### src/rtl/cpu16_defs.sv
// Shared encodings for the cpu16 control sequencer: ALU op bits, opcode/function
// fields, FSM state encoding and halt-cause codes.
package cpu16_defs;

  localparam int ISADD = 0;
  localparam int ISSUB = 1;
  localparam int ISAND = 2;
  localparam int ISOR  = 3;

  localparam logic [3:0] OP_ALU  = 4'b0000;
  localparam logic [3:0] OP_HALT = 4'b1111;

  localparam logic [3:0] FN_ADD = 4'b1010;
  localparam logic [3:0] FN_SUB = 4'b0010;
  localparam logic [3:0] FN_AND = 4'b1100;
  localparam logic [3:0] FN_OR  = 4'b1110;

  typedef enum logic [2:0] {
    ST_IDLE   = 3'd0,
    ST_FETCH  = 3'd1,
    ST_DECODE = 3'd2,
    ST_EXEC   = 3'd3,
    ST_HALT   = 3'd4
  } state_t;

  localparam logic [1:0] ERR_NONE    = 2'b00;
  localparam logic [1:0] ERR_ILLEGAL = 2'b01;
  localparam logic [1:0] ERR_TIMEOUT = 2'b10;

endpackage

### src/rtl/cpu16_seq_dec.sv
// Combinational instruction decoder: IR -> one-hot ALU op, HALT and illegal flags.
// Undefined encodings always yield icnt=0 so the ALU control never floats.
module cpu16_seq_dec
  import cpu16_defs::*;
(
  input  logic [15:0] ir,
  output logic [3:0]  icnt,
  output logic        is_halt,
  output logic        is_illegal
);

  always_comb begin
    icnt       = 4'b0000;
    is_halt    = 1'b0;
    is_illegal = 1'b0;
    if (ir[15:12] == OP_HALT) begin
      is_halt = 1'b1;
    end else if (ir[15:12] == OP_ALU) begin
      case (ir[7:4])
        FN_ADD:  icnt[ISADD] = 1'b1;
        FN_SUB:  icnt[ISSUB] = 1'b1;
        FN_AND:  icnt[ISAND] = 1'b1;
        FN_OR:   icnt[ISOR]  = 1'b1;
        default: is_illegal  = 1'b1;
      endcase
    end else begin
      is_illegal = 1'b1;
    end
  end

endmodule

### src/rtl/cpu16_seq.sv
// FETCH/DECODE/EXEC control sequencer for the cpu16 datapath: owns PC and IR,
// handshakes with instruction memory, and halts on HALT, illegal opcode or fetch timeout.
module cpu16_seq
  import cpu16_defs::*;
#(
  parameter logic [15:0] RESET_PC    = 16'h0000,
  parameter int          ACK_TIMEOUT = 15
) (
  input  logic        CK,
  input  logic        RST_N,
  input  logic        RUN,
  output logic        MEM_REQ,
  output logic [15:0] MEM_ADDR,
  input  logic [15:0] MEM_RDATA,
  input  logic        MEM_ACK,
  output logic [15:0] IR,
  output logic [3:0]  ICNT,
  output logic [3:0]  DEST,
  output logic [3:0]  SRC,
  output logic        RF_WE,
  output logic        BUSY,
  output logic        HALTED,
  output logic [1:0]  ERR,
  output logic [15:0] INSN_CNT
);

  localparam logic [7:0] TMO_LAST = 8'(ACK_TIMEOUT - 1);

  state_t      state;
  state_t      state_nxt;
  logic [15:0] pc;
  logic [15:0] ir;
  logic [7:0]  wait_cnt;
  logic [1:0]  err;
  logic [15:0] insn_cnt;
  logic        run_q;

  logic [3:0]  dec_icnt;
  logic        dec_halt;
  logic        dec_illegal;
  logic        timeout;
  logic        run_rise;

  cpu16_seq_dec u_dec (
    .ir         (ir),
    .icnt       (dec_icnt),
    .is_halt    (dec_halt),
    .is_illegal (dec_illegal)
  );

  assign timeout  = (wait_cnt == TMO_LAST);
  // Restart from HALT needs a fresh RUN edge, so a level held through halt entry is ignored.
  assign run_rise = RUN & ~run_q;

  always_ff @(posedge CK or negedge RST_N) begin
    if (!RST_N) begin
      state <= ST_IDLE;
    end else begin
      state <= state_nxt;
    end
  end

  always_comb begin
    state_nxt = state;
    case (state)
      ST_IDLE:   if (RUN) state_nxt = ST_FETCH;
      ST_FETCH: begin
        if (MEM_ACK)      state_nxt = ST_DECODE;
        else if (timeout) state_nxt = ST_HALT;
      end
      ST_DECODE: state_nxt = (dec_halt || dec_illegal) ? ST_HALT : ST_EXEC;
      ST_EXEC:   state_nxt = RUN ? ST_FETCH : ST_IDLE;
      ST_HALT:   if (run_rise) state_nxt = ST_IDLE;
      default:   state_nxt = ST_IDLE;
    endcase
  end

  always_comb begin
    MEM_REQ = 1'b0;
    ICNT    = 4'b0000;
    RF_WE   = 1'b0;
    BUSY    = 1'b0;
    HALTED  = 1'b0;
    case (state)
      ST_FETCH: begin
        MEM_REQ = 1'b1;
        BUSY    = 1'b1;
      end
      ST_DECODE: begin
        ICNT = dec_icnt;
        BUSY = 1'b1;
      end
      ST_EXEC: begin
        ICNT  = dec_icnt;
        RF_WE = 1'b1;
        BUSY  = 1'b1;
      end
      ST_HALT: HALTED = 1'b1;
      default: ;
    endcase
  end

  always_ff @(posedge CK or negedge RST_N) begin
    if (!RST_N) begin
      pc       <= RESET_PC;
      ir       <= 16'h0000;
      wait_cnt <= 8'd0;
      err      <= ERR_NONE;
      insn_cnt <= 16'h0000;
      run_q    <= 1'b0;
    end else begin
      run_q <= RUN;
      case (state)
        ST_IDLE: begin
          wait_cnt <= 8'd0;
          if (RUN) pc <= RESET_PC;
        end
        ST_FETCH: begin
          if (MEM_ACK) begin
            ir       <= MEM_RDATA;
            pc       <= pc + 16'd2;
            wait_cnt <= 8'd0;
          end else if (timeout) begin
            err      <= ERR_TIMEOUT;
            wait_cnt <= 8'd0;
          end else begin
            wait_cnt <= wait_cnt + 8'd1;
          end
        end
        ST_DECODE: begin
          if (dec_halt) begin
            err      <= ERR_NONE;
            insn_cnt <= insn_cnt + 16'd1;
          end else if (dec_illegal) begin
            err <= ERR_ILLEGAL;
          end
        end
        ST_EXEC: insn_cnt <= insn_cnt + 16'd1;
        ST_HALT: if (run_rise) err <= ERR_NONE;
        default: ;
      endcase
    end
  end

  assign MEM_ADDR = {pc[15:1], 1'b0};
  assign IR       = ir;
  assign DEST     = ir[11:8];
  assign SRC      = ir[3:0];
  assign ERR      = err;
  assign INSN_CNT = insn_cnt;

endmodule

### config.mk
export PLATFORM = sky130hd
export DESIGN_NAME = cpu16_seq
export DESIGN_NICKNAME = d
export VERILOG_FILES = /design/src/rtl/cpu16_defs.sv /design/src/rtl/cpu16_seq_dec.sv /design/src/rtl/cpu16_seq.sv
export SDC_FILE = /design/constraint.sdc
export NUM_CORES = 1
export LEC_CHECK = 0
export BUFFER_PORTS_ARGS = -buffer_cell sky130_fd_sc_hd__buf_4
export CORE_ASPECT_RATIO = 1.4
export CORE_MARGIN = 3
export CORE_UTILIZATION = 45
export CTS_BUF_LIST = sky130_fd_sc_hd__clkbuf_8
export DETAILED_ROUTE_END_ITERATION = 8
export GPL_ROUTABILITY_DRIVEN = 1
export PLACE_DENSITY_LB_ADDON = 0.1
export SLEW_MARGIN = 15
export SYNTH_ARGS = -nofsm -noshare
export SYNTH_HDL_FRONTEND = slang
export SYNTH_SLANG_ARGS = --single-unit
### constraint.sdc
create_clock -name CK -period 2.45 [get_ports CK]
set_clock_uncertainty 0.2 [all_clocks]
set_input_delay 0.1225 -clock CK [delete_from_list [all_inputs] [get_ports CK]]
set_output_delay 0.1225 -clock CK [all_outputs]
set_load 0.02 [all_outputs]
==> results of run 1 <==
[cells in the final DEF, fill, tap and decap left out, drive strengths merged, types with 4 or more instances in the layout]
| cell type | count |
|---|---|
| a21oi | 5 |
| and3 | 8 |
| and4 | 4 |
| buf | 90 |
| clkbuf | 10 |
| dfrtp | 61 |
| dlygate4sd3 | 18 |
| ha | 4 |
| inv | 11 |
| mux2 | 19 |
| mux2i | 6 |
| nand2 | 27 |
| nand3 | 19 |
| nand4 | 9 |
| nor2 | 15 |
| nor3 | 7 |
| nor4 | 7 |
| o21ai | 6 |
| o31ai | 4 |
| or2 | 6 |
| or4 | 5 |
| xnor2 | 13 |
| xor2 | 12 |
[final timing paths]
path / startpoint / to / slack, ns / cells after the start
max: IR[15] / ICNT[3] / 0.06 / 4
min: MEM_ACK / pc[1] / 0.006 / 3
max reg2reg: state[0] / pc[11] / 0.35 / 4
min reg2reg: INSN_CNT[15] / INSN_CNT[15] / 0.28 / 1
max in group asynchronous: RST_N / INSN_CNT[10] / 1.33 / 2
min in group asynchronous: RST_N / pc[8] / 0.20 / 2
[layout make-up]
type / instances / area share, %
Clock inverter: 6 / 2.22
Sequential cell: 61 / 36.2
Clock buffer: 10 / 3.26
Inverter: 9 / 0.801
Multi-Input combinational cell: 199 / 34.5
Tap cell: 92 / 2.73
Timing Repair Buffer: 108 / 20.3
[flip-flops by register name, summed over array words and instances (netlist names)]
signal / count
state: 3
wait_cnt: 8
IR: 16
INSN_CNT: 16
ERR: 2
pc: 15
run_q: 1
[what timing repair did]
item,CTS,global route
resized for setup,3,3
buffers inserted,0,1
endpoints found under the setup margin,4,2
hold buffers,18,0
hold endpoints to repair,79,0
cloned,0,0
pin swaps,0,1
[report_power, final]
part           switching, W  internal (W)  total [W]
registers          0.000286       0.00122    0.00150
logic              0.000907      0.000733    0.00164
clock network      0.000422      0.000609    0.00103
[worst max-delay path, cell delays in order, from the launching register on]
cell,delay [ns]
dfrtp_1,0.42
or4_4,0.56
or2_4,0.29
nor4_1,0.26
buf_4,0.19
[cell families (layout without fill, tap and decap cells)]
family                     after synthesis  after routing
AOI/OAI and AO/OA                       27             27
adders and majority gates                4              4
DFF                                     61             61
other                                    1              1
muxes                                   25             25
buffers and inverters                   30            133
xor gates and xnor gates                25             25
and+or+nand+nor                        117            117
[per-stage QoR]
stage	setup TNS [ns]	instance area (sq um)	hold slack (ns)	setup WS [ns]
2_1_floorplan	0	3110	-0.373	0.0428
3_3_place_gp	0	3760	0.0540	0.383
3_5_place_dp	0	3760	0.0545	0.336
4_1_cts	0	4190	0.00216	0.0513
5_1_grt	-0.00248	4220	0.0276	-0.00248
6_report	0	4220	0.00571	0.0566
[per-layer routing]
metal / GRT usage (%) / wire (microns)
met5: 0 / 0
met4: 6.74 / 106
met3: 4.94 / 351
met2: 35.0 / 4000
met1: 22.1 / 2890
==> impl_metrics.csv, run 1 <==
group,metric,value,unit
synthesis,async_flop_share,100,%
die,die_h,104,microns
synthesis,synth_compound_area_share,5.95,%
synthesis,synthesis.instances,290,
synthesis,netlist_area,3110,sq um
synthesis,ys.warnings.count,0,
hold_path,hp-class,"in -> reg",
synthesis,yosysMostFrequentCell,"dfrtp_1",
global_route,grt.total_usage,19.4,%
timing,slew_violations,0,
clocking,cts_made_buffers,9,
layout,drive_above_1_share,36.1,%
synthesis,ys_top_cells_by_area,"dfrtp_1 (49%), mux2_2 (6.2%), xnor2_1 (3.7%), xor2_1 (3.4%), nand2_1 (3.3%)",
clocking,root_buffer,"clkbuf_8",
synthesis,synth_top_cell_by_area,"dfrtp_1",
layout,fill_cells,598,
synthesis,ys_types,52,
die,start_util,46.7,%
timing,timing.final.crit_share,97.7,%
clocking,cts_tree,"yes",
layout,stdcell_count,485,
timing,hold_viol,0,
synthesis,synth_top_family_by_area,"simple AND/OR/NAND/NOR gates",
timing,report.final.setup_viol,0,
place,io_buffers,84,
clocking,max-clock-path-buffers,2,
timing,maxSlewHeadroom,48.8,%
clocking,clock-sinks,61,
setup_path,cp_max_fo,5,
drt,viasPerCell,5.18,
synthesis,synth_common_cells,"dfrtp_1 (61), nand2_1 (27), nand3_1 (18), mux2_2 (17), nor2_1 (14)",
synthesis,avgSynthCellArea,10.7,sq um
synthesis,synth_top_area_share,49.1,%
timing,rsz0062_at_grt,"yes",
drt,drcViolationCount,0,
timing,clock.fmax,418,MHz
flow_run,max-cap-violations,0,
setup_path,crit_path_end_kind,"primary output",
place,hpwl,5220,microns
pwr,p_leak,1.99,nW
clocking,clk_pin_slew_worst_paths,0.08,ns
global_route,grt_max_degree,62,
synthesis,ys.flop_type,"dfrtp_1",
layout,syn_to_final_growth,35.6,%
clocking,clock_latency,0.35,ns
setup_path,cp-start-kind,"flip-flop",
drt,wirelength,7350,microns
layout,regArea,1530,sq um
synthesis,ys_ff_latch,61,
die,die_area,7960,sq um
pwr,powerDensity,989,nW/um^2
timing,worst_slew_pin_slew,0.769,ns
layout,multi_input_area,1460,sq um
global_route,grt_overflow_total,0,
run_status,status,"finished, final reports clean",
drt,wl_per_cell,15.2,microns
die,rows,35,
synthesis,synthSimpleGateAreaFrac,21.8,%
drt,drtIter0Drc,111,
die,io_pins,86,
pwr,peakVddDrop,0.000556,V
place,placedCellCount,450,
synthesis,synthAdderAreaFrac,1.61,%
synthesis,synth-edff-count,0,
setup_path,worstSetupPathType,"reg -> out",
layout,nNetsFinal,412,
setup_path,cp_data_required_time,2.13,ns
setup_path,critPathArrivalTime,2.07,ns
layout,fin_util,63.4,%
global_route,grt_pass1_vias,2627,
die,fp.coreArea,6660,sq um
timing,layout_min_cycle_time,2.39,ns
place,gp_congestion,0.770,
die,die_w,76.3,microns
global_route,antenna_found_initial,0,
drt,via_count,2513,
pwr,power,0.00417,W
drt,firstDrtPassIters,4,
synthesis,synthMuxAreaShare,9.05,%
clocking,h-tree-depth,3,
synthesis,ys_seq_area_share,49.1,%
drt,ant_nets,0,
synthesis,syn_nets,314,
synthesis,synth_xor_area_share,7.04,%
layout,diodes,0,
global_route,grt_pass1_wl,12500,microns
Note: power is estimated with default switching activity, not from simulation.
==> run 2: changes to the inputs <==
==> constraint.sdc (replaced) <==
create_clock -name CK -period 2.45 [get_ports CK]
set_clock_uncertainty 0.2 [all_clocks]
set_input_delay 0.49 -clock CK [delete_from_list [all_inputs] [get_ports CK]]
set_output_delay 0.49 -clock CK [all_outputs]
set_load 0.02 [all_outputs]
==> impl_metrics.csv, run 2 (synthesized netlist as in run 1, its figures left out) <==
group,metric,value,unit
run_status,status,"finished with violations",
run_status,failed_checks,"negative setup slack",
die,start_util,46.7,%
clocking,h-tree-depth,3,
pwr,powerDensity,993,nW/um^2
setup_path,startpoint,"IR[13]",
clocking,max-clock-path-buffers,2,
die,io_pins,86,
timing,setup_slack,-0.112,ns
global_route,grt_max_degree,62,
timing,layout_min_cycle_time,2.56,ns
drt,drcViolationCount,0,
setup_path,cp-start-kind,"flip-flop",
clocking,root_buffer,"clkbuf_8",
layout,drive_above_1_share,38.3,%
pwr,p_leak,1.94,nW
die,rows,35,
setup_path,reg2reg_depth,4,
timing,hold_viol,0,
drt,firstDrtPassIters,4,
setup_path,cp_data_required_time,1.76,ns
setup_path,endpoint,"ICNT[2]",
global_route,antenna_found_initial,0,
die,die_w,76.3,microns
timing,report.final.setup_viol,4,
timing,timing.final.crit_share,105,%
setup_path,rr_endpoint,"pc[11]",
clocking,clock-sinks,61,
timing,worst_slew_pin_slew,0.798,ns
clocking,clk_pin_slew_worst_paths,0.07,ns
drt,ant_nets,0,
drt,wl_per_cell,15.1,microns
layout,final_common_cell,"buf_4",
setup_path,critPathArrivalTime,1.87,ns
hold_path,hp-class,"in -> async",
die,die_h,104,microns
setup_path,cp_max_fo,4,
global_route,grt.total_usage,18.8,%
drt,via_count,2488,
clocking,postCtsSetupBuffers,0,
layout,diodes,0,
die,fp.coreArea,6660,sq um
layout,final_cell_mix,"buf_4 (94), dfrtp_1 (60), nand2_1 (27)",
pwr,peakVddDrop,0.000779,V
timing,maxSlewHeadroom,46.8,%
place,hpwl,5130,microns
layout,nNetsFinal,398,
drt,wirelength,7100,microns
global_route,grt_pass1_wl,12100,microns
setup_path,crit_path_end_kind,"primary output",
clocking,cts_made_buffers,9,
drt,viasPerCell,5.28,
timing,slew_violations,0,
timing,tns,-0.393,ns
setup_path,worstSetupPathType,"reg -> out",
timing,rsz0062_at_grt,"yes",
timing,worst_hold_slack,0.0195,ns
die,die_area,7960,sq um
global_route,grt_overflow_total,0,
place,io_buffers,84,
setup_path,r2r-start,"state[2]",
timing,clock.fmax,390,MHz
setup_path,regToRegSetupSlack,0.36,ns
place,dp_worst_setup_slack,0.127,ns
global_route,grt_pass1_vias,2462,
place,gp_congestion,0.753,
clocking,clock_latency,0.33,ns
clocking,cts_tree,"yes",
flow_run,max-cap-violations,0,
drt,drtIter0Drc,148,
layout,syn_to_final_growth,30.2,%
[run 2: cell types whose count changed in the layout (fill, tap and decap cells not counted), moves of 2 or more]
cell / change
dlygate4sd3_1: -18
bufinv_16: -2
inv_6: -2
buf_4: +4
nor4_4: +2
clkbuf_8: +3
inv_1: +3
[run 2: through the flow]
step	utilization (%)	instance area, sq um	instances	power (W)
finish	60.9	4050	471	0.00402
global route	60.9	4050	471	0.00428
CTS	60.8	4050	471	0.00407
detailed placement	58.0	3860	455	0.00321
global placement	58.0	3860	455	0.00319
floorplan	-	3170	290	0.00260
[run 2: worst min-delay path by stage]
| stage | startpoint | to | slack, ns | cells past startpoint |
|---|---|---|---|---|
| finish | RST_N | pc[8] | 0.02 | 1 |
| global route | RST_N | pc[10] | 0.08 | 1 |
| CTS | RST_N | pc[8] | 0.06 | 1 |
| detailed placement | INSN_CNT[15] | INSN_CNT[15] | 0.28 | 1 |
| global placement | INSN_CNT[15] | INSN_CNT[15] | 0.26 | 1 |
| floorplan | RST_N | ERR[0] | -0.006 | 0 |
[run 2: layer usage]
metal / global-route usage (%) / part of all wire (%)
met2: 31.9 / 52
met3: 5.55 / 5.9
met1: 22.1 / 40
met5: 0 / 0
met4: 7.51 / 1.9
[run 2: timing repair]
item / CTS / global route
pin swaps: 5 / 1
gates resized for setup: 0 / 1
hold buffers: 0 / 0
endpoints found under the setup margin: 4 / 5
[run 2: layout make-up]
cell class                 count  area, sq um
fill                         611         2610
multi-input combinational    199         1480
sequential                    61         1530
tap                           92          115
clock inverter                 3         11.3
clock buffer                  13          179
inverter                       9         33.8
timing repair buffer          94          706
[run 2: worst max-delay path, stage by stage (launching register included)]
cell and delay [ns]:
dfrtp_1 0.37, or4_4 0.53, or2_4 0.30, nor4_4 0.15, buf_4 0.18
[run 2: where the power goes]
| part | internal, W | leakage (nW) | switching [W] |
|---|---|---|---|
| clock | 0.000468 | 0.109 | 0.000374 |
| combinational | 0.000754 | 1.03 | 0.000951 |
| sequential | 0.00122 | 0.803 | 0.000260 |
| total | 0.00244 | 1.94 | 0.00159 |
==> run 3: changes to the inputs <==
--- a/config.mk
+++ b/config.mk
@@ -13,6 +13,7 @@
 export DETAILED_ROUTE_END_ITERATION = 8
 export GPL_ROUTABILITY_DRIVEN = 1
 export PLACE_DENSITY_LB_ADDON = 0.1
+export REMOVE_ABC_BUFFERS = 1
 export SLEW_MARGIN = 15
 export SYNTH_ARGS = -nofsm -noshare
 export SYNTH_HDL_FRONTEND = slang
==> impl_metrics.csv, run 3 (synthesized netlist as in run 1, its figures left out) <==
group,metric,value,unit
setup_path,crit_buf_inv,1,
setup_path,worstSetupPathType,"reg -> out",
drt,wirelength,7070,microns
die,rows,35,
place,placedCellCount,454,
drt,ant_nets,0,
pwr,peakVddDrop,0.000815,V
drt,firstDrtPassIters,4,
die,die_h,104,microns
timing,worst_slew_pin_slew,0.755,ns
run_status,failed_checks,"negative setup slack",
layout,final_common_cell,"buf_4",
drt,drtIter0Drc,110,
timing,report.final.setup_viol,4,
layout,drive_above_1_share,39.5,%
global_route,grt_pass1_wl,12100,microns
timing,timing.final.crit_share,105,%
layout,stdcell_count,472,
layout,syn_to_final_growth,32.1,%
global_route,grt_overflow_total,0,
setup_path,slowest_stage,"or4_4",
layout,final_cell_area,4110,sq um
flow_run,max-cap-violations,0,
global_route,grt_max_degree,62,
layout,final_cell_mix,"buf_4 (95), dfrtp_1 (60), nand2_1 (27)",
timing,hold_viol,0,
setup_path,crit_family,"simple AND/OR/NAND/NOR gates",
clocking,cts_tree,"yes",
timing,rsz0062_at_grt,"yes",
drt,wl_per_cell,15.0,microns
setup_path,crit_path_end_kind,"primary output",
die,start_util,46.7,%
setup_path,r2r-start,"state[2]",
place,hpwl,4930,microns
layout,fin_util,61.7,%
setup_path,crit_path_cell_trace,"or4_4 -> or2_4 -> nor4_4 -> buf_4",
place,io_buffers,84,
setup_path,cp_max_fo,4,
setup_path,rr_endpoint,"pc[4]",
pwr,powerDensity,1050,nW/um^2
die,die_area,7960,sq um
run_status,status,"finished with violations",
clocking,h-tree-depth,3,
die,fp.coreArea,6660,sq um
place,placed_cell_area,3790,sq um
global_route,grt.total_usage,19.0,%
place,dp_worst_setup_slack,0.0428,ns
setup_path,reg2reg_depth,5,
timing,maxSlewHeadroom,49.6,%
die,die_w,76.3,microns
timing,setup_slack,-0.132,ns
global_route,antenna_found_initial,0,
clocking,cts_made_buffers,9,
die,io_pins,86,
timing,layout_min_cycle_time,2.58,ns
setup_path,cp-start-kind,"flip-flop",
setup_path,regToRegSetupSlack,0.39,ns
drt,viasPerCell,5.19,
layout,nNetsFinal,399,
place,gp_congestion,0.823,
layout,diodes,0,
pwr,p_leak,1.95,nW
global_route,grt_pass1_vias,2463,
clocking,root_buffer,"clkbuf_8",
hold_path,hp-class,"in -> async",
clocking,clock-sinks,61,
drt,drcViolationCount,0,
setup_path,cp_data_required_time,1.76,ns
timing,clock.fmax,387,MHz
clocking,max-clock-path-buffers,2,
timing,tns,-0.496,ns
timing,slew_violations,0,
setup_path,slowest_delay,0.53,ns
drt,via_count,2449,
clocking,clk_pin_slew_worst_paths,0.07,ns
setup_path,critPathArrivalTime,1.89,ns
clocking,clock_latency,0.35,ns
[run 3: worst max path at each step]
stage          cells after the start  endpoint    from  slack, ns
5_1_grt                            4   ICNT[3]  IR[15]      -0.20
3_5_place_dp                       4   ICNT[1]  IR[13]       0.04
6_report                           4   ICNT[3]  IR[15]      -0.13
4_1_cts                            4   ICNT[1]  IR[13]      -0.24
3_3_place_gp                       4   ICNT[2]  IR[13]       0.09
2_1_floorplan                      3   ICNT[0]  IR[13]      -0.32
[run 3: routing by layer]
metal	wire, microns	track usage (%)
met5	0	0
met3	389	5.20
met4	103	9.20
met2	3670	30.6
met1	2900	23.5
[run 3: repair_timing]
action                     in CTS  in global routing
setup endpoints to repair       4                  5
hold buffers                    0                  0
resized for setup               6                  4
setup buffers                   1                  1
gates cloned                    0                  0
pin swaps                       1                  5
[run 3: power by group]
part	switching, W	leakage, nW	internal (W)
logic	0.000950	1.02	0.000785
registers	0.000259	0.803	0.00122
clock network	0.000410	0.119	0.000701
total	0.00162	1.95	0.00270
[run 3: final cells by class]
cell class                      count  area [sq um]
Clock inverter                      6           110
Sequential cell                    61          1530
Timing Repair Buffer               95           713
Fill cell                         588          2550
Multi-Input combinational cell    199          1470
Inverter                            9          33.8
Clock buffer                       10           138
Tap cell                           92           115
[run 3: per-stage QoR]
stage / total power (W) / hold slack (ns)
after global placement: 0.00314 / 0.266
final: 0.00432 / 0.0184
after CTS: 0.00433 / 0.0380
after global routing: 0.00458 / 0.0617
after detailed placement: 0.00316 / 0.275
after floorplan: 0.00238 / -0.00559
[run 3: worst register-to-register path: stages, from the launching register on]
cell and delay (ns):
dfrtp_1 0.50, nor2_2 0.30, buf_4 0.19, nand3_4 0.23
or3_1 0.42, a21oi_1 0.14
